`src/rtl/bsg_rr_merge_2_width_p10_pkg.sv`:
```
// rtl/bsg_rr_merge_2_width_p10_pkg.sv - shared constants and types for the two-input round-robin merge
package bsg_rr_merge_2_width_p10_pkg;

  // The merge is built for exactly two producers.
  localparam int rr_merge_els_lp = 2;

  // Source index carried alongside each merged word.
  typedef logic rr_merge_tag_t;

  // Encodes a one-hot-or-zero two-bit grant as a source index.
  function automatic rr_merge_tag_t rr_merge_gnt_to_tag(input logic [1:0] gnt);
    return rr_merge_tag_t'(gnt[1]);
  endfunction

endpackage

```
`src/rtl/bsg_mux_one_hot.sv`:
```
// rtl/bsg_mux_one_hot.sv - and-or one-hot multiplexer
module bsg_mux_one_hot #(
  parameter int width_p = 10,
  parameter int els_p   = 2
) (
  input  logic [els_p*width_p-1:0] data_i,
  input  logic [els_p-1:0]         sel_one_hot_i,
  output logic [width_p-1:0]       data_o
);

  // OR together every input whose select bit is set; zero select yields zero.
  always_comb begin
    data_o = '0;
    for (int k = 0; k < els_p; k++) begin
      data_o = data_o | (data_i[k*width_p +: width_p] & {width_p{sel_one_hot_i[k]}});
    end
  end

endmodule

```
`src/rtl/bsg_rr_merge_2_width_p10_arb.sv`:
```
// rtl/bsg_rr_merge_2_width_p10_arb.sv - two-way round-robin arbiter holding the last-served index
module bsg_round_robin_arb_2
  import bsg_rr_merge_2_width_p10_pkg::*;
(
  input  logic          clk_i,
  input  logic          reset_i,
  input  logic [1:0]    v_i,
  input  logic          accept_i,
  output logic [1:0]    gnt_o,
  output rr_merge_tag_t gnt_tag_o
);

  rr_merge_tag_t last_r;

  // A lone requester always wins; on contention the input after the last served one wins.
  always_comb begin
    gnt_o = 2'b00;
    unique case (v_i)
      2'b01:   gnt_o = 2'b01;
      2'b10:   gnt_o = 2'b10;
      2'b11:   gnt_o = last_r ? 2'b01 : 2'b10;
      default: gnt_o = 2'b00;
    endcase
  end

  assign gnt_tag_o = rr_merge_gnt_to_tag(gnt_o);

  // Priority rotates only when a word is actually taken, so a stalled grant keeps its turn.
  always_ff @(posedge clk_i) begin
    if (reset_i) begin
      last_r <= 1'b1;
    end else if (accept_i && (v_i != 2'b00)) begin
      last_r <= gnt_tag_o;
    end
  end

endmodule

```
`src/rtl/bsg_rr_merge_2_width_p10.sv`:
```
// rtl/bsg_rr_merge_2_width_p10.sv - two-input round-robin merge into a single registered output slot
module bsg_rr_merge_2_width_p10
  import bsg_rr_merge_2_width_p10_pkg::*;
#(
  parameter int width_p = 10,
  parameter int els_p   = rr_merge_els_lp
) (
  input  logic                     clk_i,
  input  logic                     reset_i,
  input  logic [els_p-1:0]         v_i,
  input  logic [els_p*width_p-1:0] data_i,
  output logic [els_p-1:0]         ready_o,
  output logic                     v_o,
  output logic [width_p-1:0]       data_o,
  output logic                     tag_o,
  input  logic                     yumi_i
);

  if (els_p != 2) begin : g_els_check
    $error("bsg_rr_merge_2_width_p10 supports exactly two inputs");
  end

  logic               v_r;
  logic [width_p-1:0] data_r;
  rr_merge_tag_t      tag_r;

  logic               accept_en;
  logic [1:0]         gnt;
  rr_merge_tag_t      gnt_tag;
  logic [width_p-1:0] mux_data;
  logic               xfer;

  // The slot can take a word when empty or when it is being drained this cycle; never during reset.
  assign accept_en = (~v_r | yumi_i) & ~reset_i;

  bsg_round_robin_arb_2 arb (
    .clk_i     (clk_i),
    .reset_i   (reset_i),
    .v_i       (v_i),
    .accept_i  (accept_en),
    .gnt_o     (gnt),
    .gnt_tag_o (gnt_tag)
  );

  assign ready_o = gnt & {2{accept_en}};
  assign xfer    = |ready_o;

  bsg_mux_one_hot #(
    .width_p (width_p),
    .els_p   (2)
  ) mux (
    .data_i        (data_i),
    .sel_one_hot_i (ready_o),
    .data_o        (mux_data)
  );

  // Output slot: load on transfer, empty on a drain with no refill, otherwise hold.
  always_ff @(posedge clk_i) begin
    if (reset_i) begin
      v_r    <= 1'b0;
      data_r <= '0;
      tag_r  <= 1'b0;
    end else if (xfer) begin
      v_r    <= 1'b1;
      data_r <= mux_data;
      tag_r  <= gnt_tag;
    end else if (yumi_i) begin
      v_r    <= 1'b0;
    end
  end

  assign v_o    = v_r;
  assign data_o = data_r;
  assign tag_o  = tag_r;

`ifndef SYNTHESIS
  // Protocol checks: consumer must not take from an empty slot, and at most one input is granted.
  always_ff @(posedge clk_i) begin
    if (!reset_i) begin
      assert (!(yumi_i && !v_r)) else $error("yumi_i asserted while v_o is low");
      assert ($onehot0(ready_o)) else $error("ready_o is not one-hot-or-zero");
    end
  end
`endif

endmodule

```
`config.mk`:
```
export PLATFORM = sky130hd
export DESIGN_NAME = bsg_rr_merge_2_width_p10
export DESIGN_NICKNAME = d
export VERILOG_FILES = /design/src/rtl/bsg_rr_merge_2_width_p10_pkg.sv /design/src/rtl/bsg_mux_one_hot.sv /design/src/rtl/bsg_rr_merge_2_width_p10_arb.sv /design/src/rtl/bsg_rr_merge_2_width_p10.sv
export SDC_FILE = /design/constraint.sdc
export NUM_CORES = 1
export LEC_CHECK = 0
export CAP_MARGIN = 20
export CORE_ASPECT_RATIO = 1.2
export CORE_MARGIN = 1.5
export CORE_UTILIZATION = 37
export CTS_CLUSTER_DIAMETER = 100
export CTS_CLUSTER_SIZE = 30
export DETAILED_ROUTE_END_ITERATION = 12
export PLACE_DENSITY = 0.82
export SLEW_MARGIN = 20
export SYNTH_ARGS = -nofsm -noshare
export SYNTH_HDL_FRONTEND = slang
export SYNTH_SLANG_ARGS = --single-unit
export TNS_END_PERCENT = 1
```
`constraint.sdc`:
```
create_clock -name clk_i -period 3 [get_ports clk_i]
set_input_delay 0.6 -clock clk_i [delete_from_list [all_inputs] [get_ports clk_i]]
set_output_delay 0.6 -clock clk_i [all_outputs]
set_load 0.02 [all_outputs]
```
==> impl_metrics.tcl, run 1 <==
set metrics [dict create \
    cts.path.max_buffers 2 \
    synth_top_cells_by_count "a21oi_1, dfxtp_1, nand2b_1" \
    post_cts_buffers 0 \
    p_int_uw 315 \
    swShare 0.273 \
    r2r_end "data_o[0]" \
    clk_pin_slew_worst_paths_ns 0.08 \
    tightest_slew_ns 0.239 \
    vias_per_cell 5.50 \
    cts_max_level 1 \
    clockPowerShare 0.249 \
    critPathBufInv 2 \
    slowest_stage "clkdlybuf4s50_1" \
    path_cells "clkdlybuf4s50_1 -> and4b_4 -> clkdlybuf4s50_1" \
    pwr_density_cell_nw_per_um2 420 \
    rows 15 \
    drv_slew 0 \
    cts_sinks 13 \
    hpwlAfterDp_mm 1.30 \
    wl_met1_um 704 \
    critPathKind "primary input to output port" \
    wl_met3_um 116 \
    postPlaceCellArea_sq_um 1010 \
    grt_start_max_net_pins 16 \
    yosys-top-cells-area "dfxtp_1, a221o_1, nand2b_1" \
    initial_core_util 0.409 \
    min_period_ns 2.68 \
    critPathMaxStageDelay_ns 0.60 \
    ctsResizeCount 0 \
    fmax_mhz 373 \
    crit_family "buffers and inverters" \
    antenna_found_initial 0 \
    hold_class "flop to flop" \
    gp_congestion 0.737 \
    grt_pass1_vias 589 \
    hold_viol_final 0 \
    antennaDiodeCount 0 \
    dp_cells 116 \
    ant_nets 0 \
    overflow 0 \
    min-delay-start "arb.last_r" \
    timing.rr.start "arb.last_r" \
    power.leakage_uw 0.000394 \
    syn_avg_cell_area_sq_um 9.75 \
    power_frac_comb 0.298 \
    cp-start-kind "primary input" \
    crit_fanout 7 \
    die_w_um 40.2 \
    drive_gt1_frac 0.107 \
    crit_required_ns 2.40 \
    async_reset_ff_frac 0 \
    cts-root-buf "clkbuf_4" \
    slew_headroom 0.840 \
    port_buffers 38 \
    synth_cells 63 \
    ys_warn_count 0 \
    switching_power_uw 118 \
    avgRoutedWirePerCell_um 14.5 \
    finalSetupViolations 0 \
    synth_edf_count 0 \
    cp.arrival_ns 2.08 \
    ir_worst_vdd_uv 301 \
    drc_errors 0 \
    ff2ff_path_depth 4 \
    reg2reg_slack_ns 1.69 \
    outcome "finished clean" \
    yosysTopAreaCell "dfxtp_1" \
    cts_made_buffers 3 \
    hold_depth 2 \
    syn_area_sq_um 614 \
    boundaryPins 39 \
    yosysTopAreaCellShare 0.424 \
    nets 129 \
    synth_cell_types 17 \
    design_area_sq_um 1030 \
    coreArea_sq_um 1500 \
    dr_wl_met2_um 881 \
    dieHeight_um 47.6 \
    end_kind "output port" \
    first_pass_iters 4 \
    routed_wl_mm 1.73 \
    synthesis.nets 88 \
    top_layer "met4" \
    fillerInstances 127 \
    seq_area_frac_synth 0.424 \
    finClkSkew_ns 0.00119 \
    grt_pass1_wl_mm 2.44 \
    tns_ns 0 \
    final_cells 120 \
    insertion_delay_ns 0.27 \
    drv_cap 0 \
    path_common_cell "clkdlybuf4s50_1" \
    grt_usage 0.187 \
    cts_tree "yes" \
    ys_ff_latch 13 \
    rsz0062_at_grt "false" \
    ys.flop_type "dfxtp_1" \
    area_growth_pct 68.0 \
    vias 660 \
    seqPwrFrac 0.454 \
    ctsHoldBuffers 0 \
    whs_endpoint "arb.last_r" \
    design.die.area_sq_um 1910 \
    dr.first_iter.drc_count 15 \
    period_share 0.893 \
]
==> per-layer routing <==
metal,vias up,GRT usage
met1,301,0.208
met5,-,0
met4,0,0.0467
li1,316,-
met2,37,0.345
met3,6,0.0512
==> kinds of logic after synthesis <==
family	after synthesis	synth area share
AO/OA/AOI/OAI	25	0.301
AND/OR/NAND/NOR	18	0.204
flip-flops	13	0.424
buffers and inverters	7	0.0713
==> final cells by class <==
| type | instances | area (sq um) | area share |
|---|---|---|---|
| Inverter | 1 | 3.75 | 0.00364 |
| Sequential cell | 13 | 260 | 0.252 |
| Clock buffer | 4 | 26.3 | 0.0255 |
| Timing Repair Buffer | 42 | 410 | 0.398 |
| Tap cell | 17 | 21.3 | 0.0206 |
| Multi-Input combinational cell | 43 | 310 | 0.301 |
==> registers in the layout (all words and copies together) (netlist names) <==
register,count
v_o,1
data_o,10
tag_o,1
arb.last_r,1
==> placed cells by master (no fill, tap or decap) <==
master	n
clkdlybuf4s50_1	38
nand2b_4	1
a311o_1	1
dfxtp_1	13
clkbuf_4	3
or2_2	1
nand2b_1	11
nor2_1	1
buf_4	4
clkbuf_1	1
nand3_1	1
and4b_1	1
inv_1	1
a21bo_2	1
and4b_4	1
nand2_1	1
a221o_1	10
a21oi_1	13
==> through the flow <==
step | setup slack [ns] | power, uW | utilization | hold WS, ns
final | 0.321 | 433 | 0.688 | 0.572
after global routing | 0.270 | 456 | 0.688 | 0.601
after CTS | 0.315 | 436 | 0.688 | 0.573
after detailed placement | 0.334 | 329 | 0.670 | 0.555
after global placement | 0.328 | 327 | 0.670 | 0.529
after floorplan | 1.17 | 258 | - | 0.514
==> worst reg2reg max path, delay by kind of cell, from the launching register on <==
family	cells	cell delay [ns]
AO/OA/AOI/OAI	1	0.35
buffers and inverters	1	0.17
flip-flops	1	0.33
AND/OR/NAND/NOR	2	0.35
==> worst max path at each step <==
stage                       start         end  slack (ns)  cells after the start
after floorplan            yumi_i  ready_o[1]        1.17                      4
after global placement    reset_i  ready_o[0]        0.33                      3
after detailed placement  reset_i  ready_o[0]        0.33                      3
after CTS                 reset_i  ready_o[0]        0.31                      3
after global routing       v_i[0]  ready_o[1]        0.27                      4
final                     reset_i  ready_o[0]        0.32                      3
==> power groups by stage <==
stage | Clock, uW | Combinational (uW) | Sequential [uW]
after floorplan | 0 | 41.2 | 217
after global placement | 0 | 127 | 200
after detailed placement | 0 | 129 | 200
after CTS | 110 | 130 | 197
after global routing | 121 | 137 | 198
final | 108 | 129 | 197
(Power assumes the default switching activity.)
==> inputs of run 2 (changes only) <==
--- a/config.mk
+++ b/config.mk
@@ -13,6 +13,7 @@
 export CTS_CLUSTER_SIZE = 30
 export DETAILED_ROUTE_END_ITERATION = 12
 export PLACE_DENSITY = 0.82
+export RECOVER_POWER = 50
 export SLEW_MARGIN = 20
 export SYNTH_ARGS = -nofsm -noshare
 export SYNTH_HDL_FRONTEND = slang
==> run 2 against run 1 <==
- final area shrank 1.1%
- total power shrank 0.41%
- register-to-register slack lost 0.21 ns
- flip-flop and latch count is the same
- clock power is essentially flat
- non-clock buffer count is the same
- cell count is the same
- critical path depth grew 1
- sequential share of layout area grew 0.28 points
- first-iteration DRC count grew 13%
- largest power group unchanged
- routed wire length grew 0.58%
- critical endpoint is now ready_o[1]
- largest cell class unchanged
==> impl_metrics.tcl, run 2 (same netlist as run 1, synthesis figures left out) <==
set metrics [dict create \
    outcome "finished clean" \
    coreArea_sq_um 1500 \
    cts_tree "yes" \
    vias 657 \
    hold_class "flop to flop" \
    area_growth_pct 66.2 \
    overflow 0 \
    routed_wl_mm 1.74 \
    critPathBufInv 2 \
    path_cells "dlygate4sd3_1 -> nand2b_1 -> and4b_1 -> clkdlybuf4s50_1" \
    dr.first_iter.drc_count 17 \
    ir_worst_vdd_uv 303 \
    grt_pass1_wl_mm 2.44 \
    switching_power_uw 118 \
    power.leakage_uw 0.000385 \
    cts_made_buffers 3 \
    tightest_slew_ns 0.622 \
    vias_per_cell 5.48 \
    nets 129 \
    power_frac_comb 0.295 \
    drive_gt1_frac 0.0874 \
    antenna_found_initial 0 \
    postPlaceCellArea_sq_um 1010 \
    design_area_sq_um 1020 \
    critPathMaxStageDelay_ns 0.62 \
    grt_start_max_net_pins 16 \
    drc_errors 0 \
    finClkSkew_ns 0.00281 \
    design.die.area_sq_um 1910 \
    cts.path.max_buffers 2 \
    rows 15 \
    first_pass_iters 4 \
    period_share 0.909 \
    die_w_um 40.2 \
    seqPwrFrac 0.455 \
    ctsResizeCount 0 \
    dieHeight_um 47.6 \
    port_buffers 38 \
    finalSetupViolations 0 \
    crit_required_ns 2.40 \
    critPathKind "primary input to output port" \
    antennaDiodeCount 0 \
    grt_usage 0.187 \
    fmax_mhz 367 \
    grt_pass1_vias 589 \
    end_kind "output port" \
    final_cell_mix "clkdlybuf4s50_1, a21oi_1, dfxtp_1" \
    hpwlAfterDp_mm 1.30 \
    p_int_uw 313 \
    post_cts_buffers 0 \
    final_common_cell "clkdlybuf4s50_1" \
    slew_headroom 0.585 \
    cp.arrival_ns 2.13 \
    gp_congestion 0.737 \
    rsz0062_at_grt "false" \
    slowest_stage "clkdlybuf4s50_1" \
    cts_max_level 1 \
    cp-start-kind "primary input" \
    pwr_density_cell_nw_per_um2 423 \
    ant_nets 0 \
    clk_pin_slew_worst_paths_ns 0.08 \
    cts_sinks 13 \
    drv_cap 0 \
    avgRoutedWirePerCell_um 14.5 \
    ctsHoldBuffers 0 \
    largest_register_ffs 10 \
    initial_core_util 0.409 \
    hold_slack_ns 0.574 \
    clockPowerShare 0.250 \
    min_period_ns 2.73 \
    crit_family "buffers and inverters" \
    tns_ns 0 \
    drv_slew 0 \
    crit_fanout 3 \
    hold_viol_final 0 \
    insertion_delay_ns 0.27 \
    boundaryPins 39 \
    cts-root-buf "clkbuf_4" \
    swShare 0.274 \
]
==> run 2: changes by cell type in the layout (fill, tap and decap cells not counted) <==
cell             before  now
clkbuf_1              1    2
nand2b_1             11   12
buf_4                 4    3
clkdlybuf4s50_1      38   37
dlygate4sd3_1         0    1
nand2b_4              1    0
==> run 2: worst register-to-register path, stage by stage (launching register included) <==
cell and delay, ns:
dfxtp_1 0.32, nand2b_1 0.12, clkbuf_1 0.51, a21oi_1 0.14
a311o_1 0.34
==> run 2: final timing paths <==
check / cells past startpoint / from / endpoint / slack, ns
min: 2 / arb.last_r / arb.last_r / 0.57
max reg2reg: 4 / v_o / arb.last_r / 1.48
min reg2reg: 2 / arb.last_r / arb.last_r / 0.57
max: 4 / yumi_i / ready_o[1] / 0.27
==> run 2: through the flow <==
step,worst slack [ns],std cells,power [uW],util
after floorplan,1.17,63,258,-
after global placement,0.328,116,327,0.670
after detailed placement,0.334,116,329,0.670
after CTS,0.315,120,436,0.688
after global routing,0.227,120,453,0.680
final,0.274,120,432,0.680
==> run 2: area by class of cell <==
cell class,instances,area [sq um]
sequential,13,260
clock buffer,4,26.3
inverter,1,3.75
multi-input combinational,43,303
tap,17,21.3
fill,130,480
timing repair buffer,42,407
==> run 2: layer usage <==
metal	wire (um)	global-route usage
met5	0	0
met1	686	0.208
met2	921	0.345
met4	13	0.0467
met3	122	0.0512
==> run 2: power groups by stage <==
stage | registers, uW | clock network (uW) | logic (uW)
5_1_grt | 198 | 121 | 135
3_3_place_gp | 200 | 0 | 127
4_1_cts | 197 | 110 | 130
6_report | 196 | 108 | 127
3_5_place_dp | 200 | 0 | 129
2_1_floorplan | 217 | 0 | 41.2
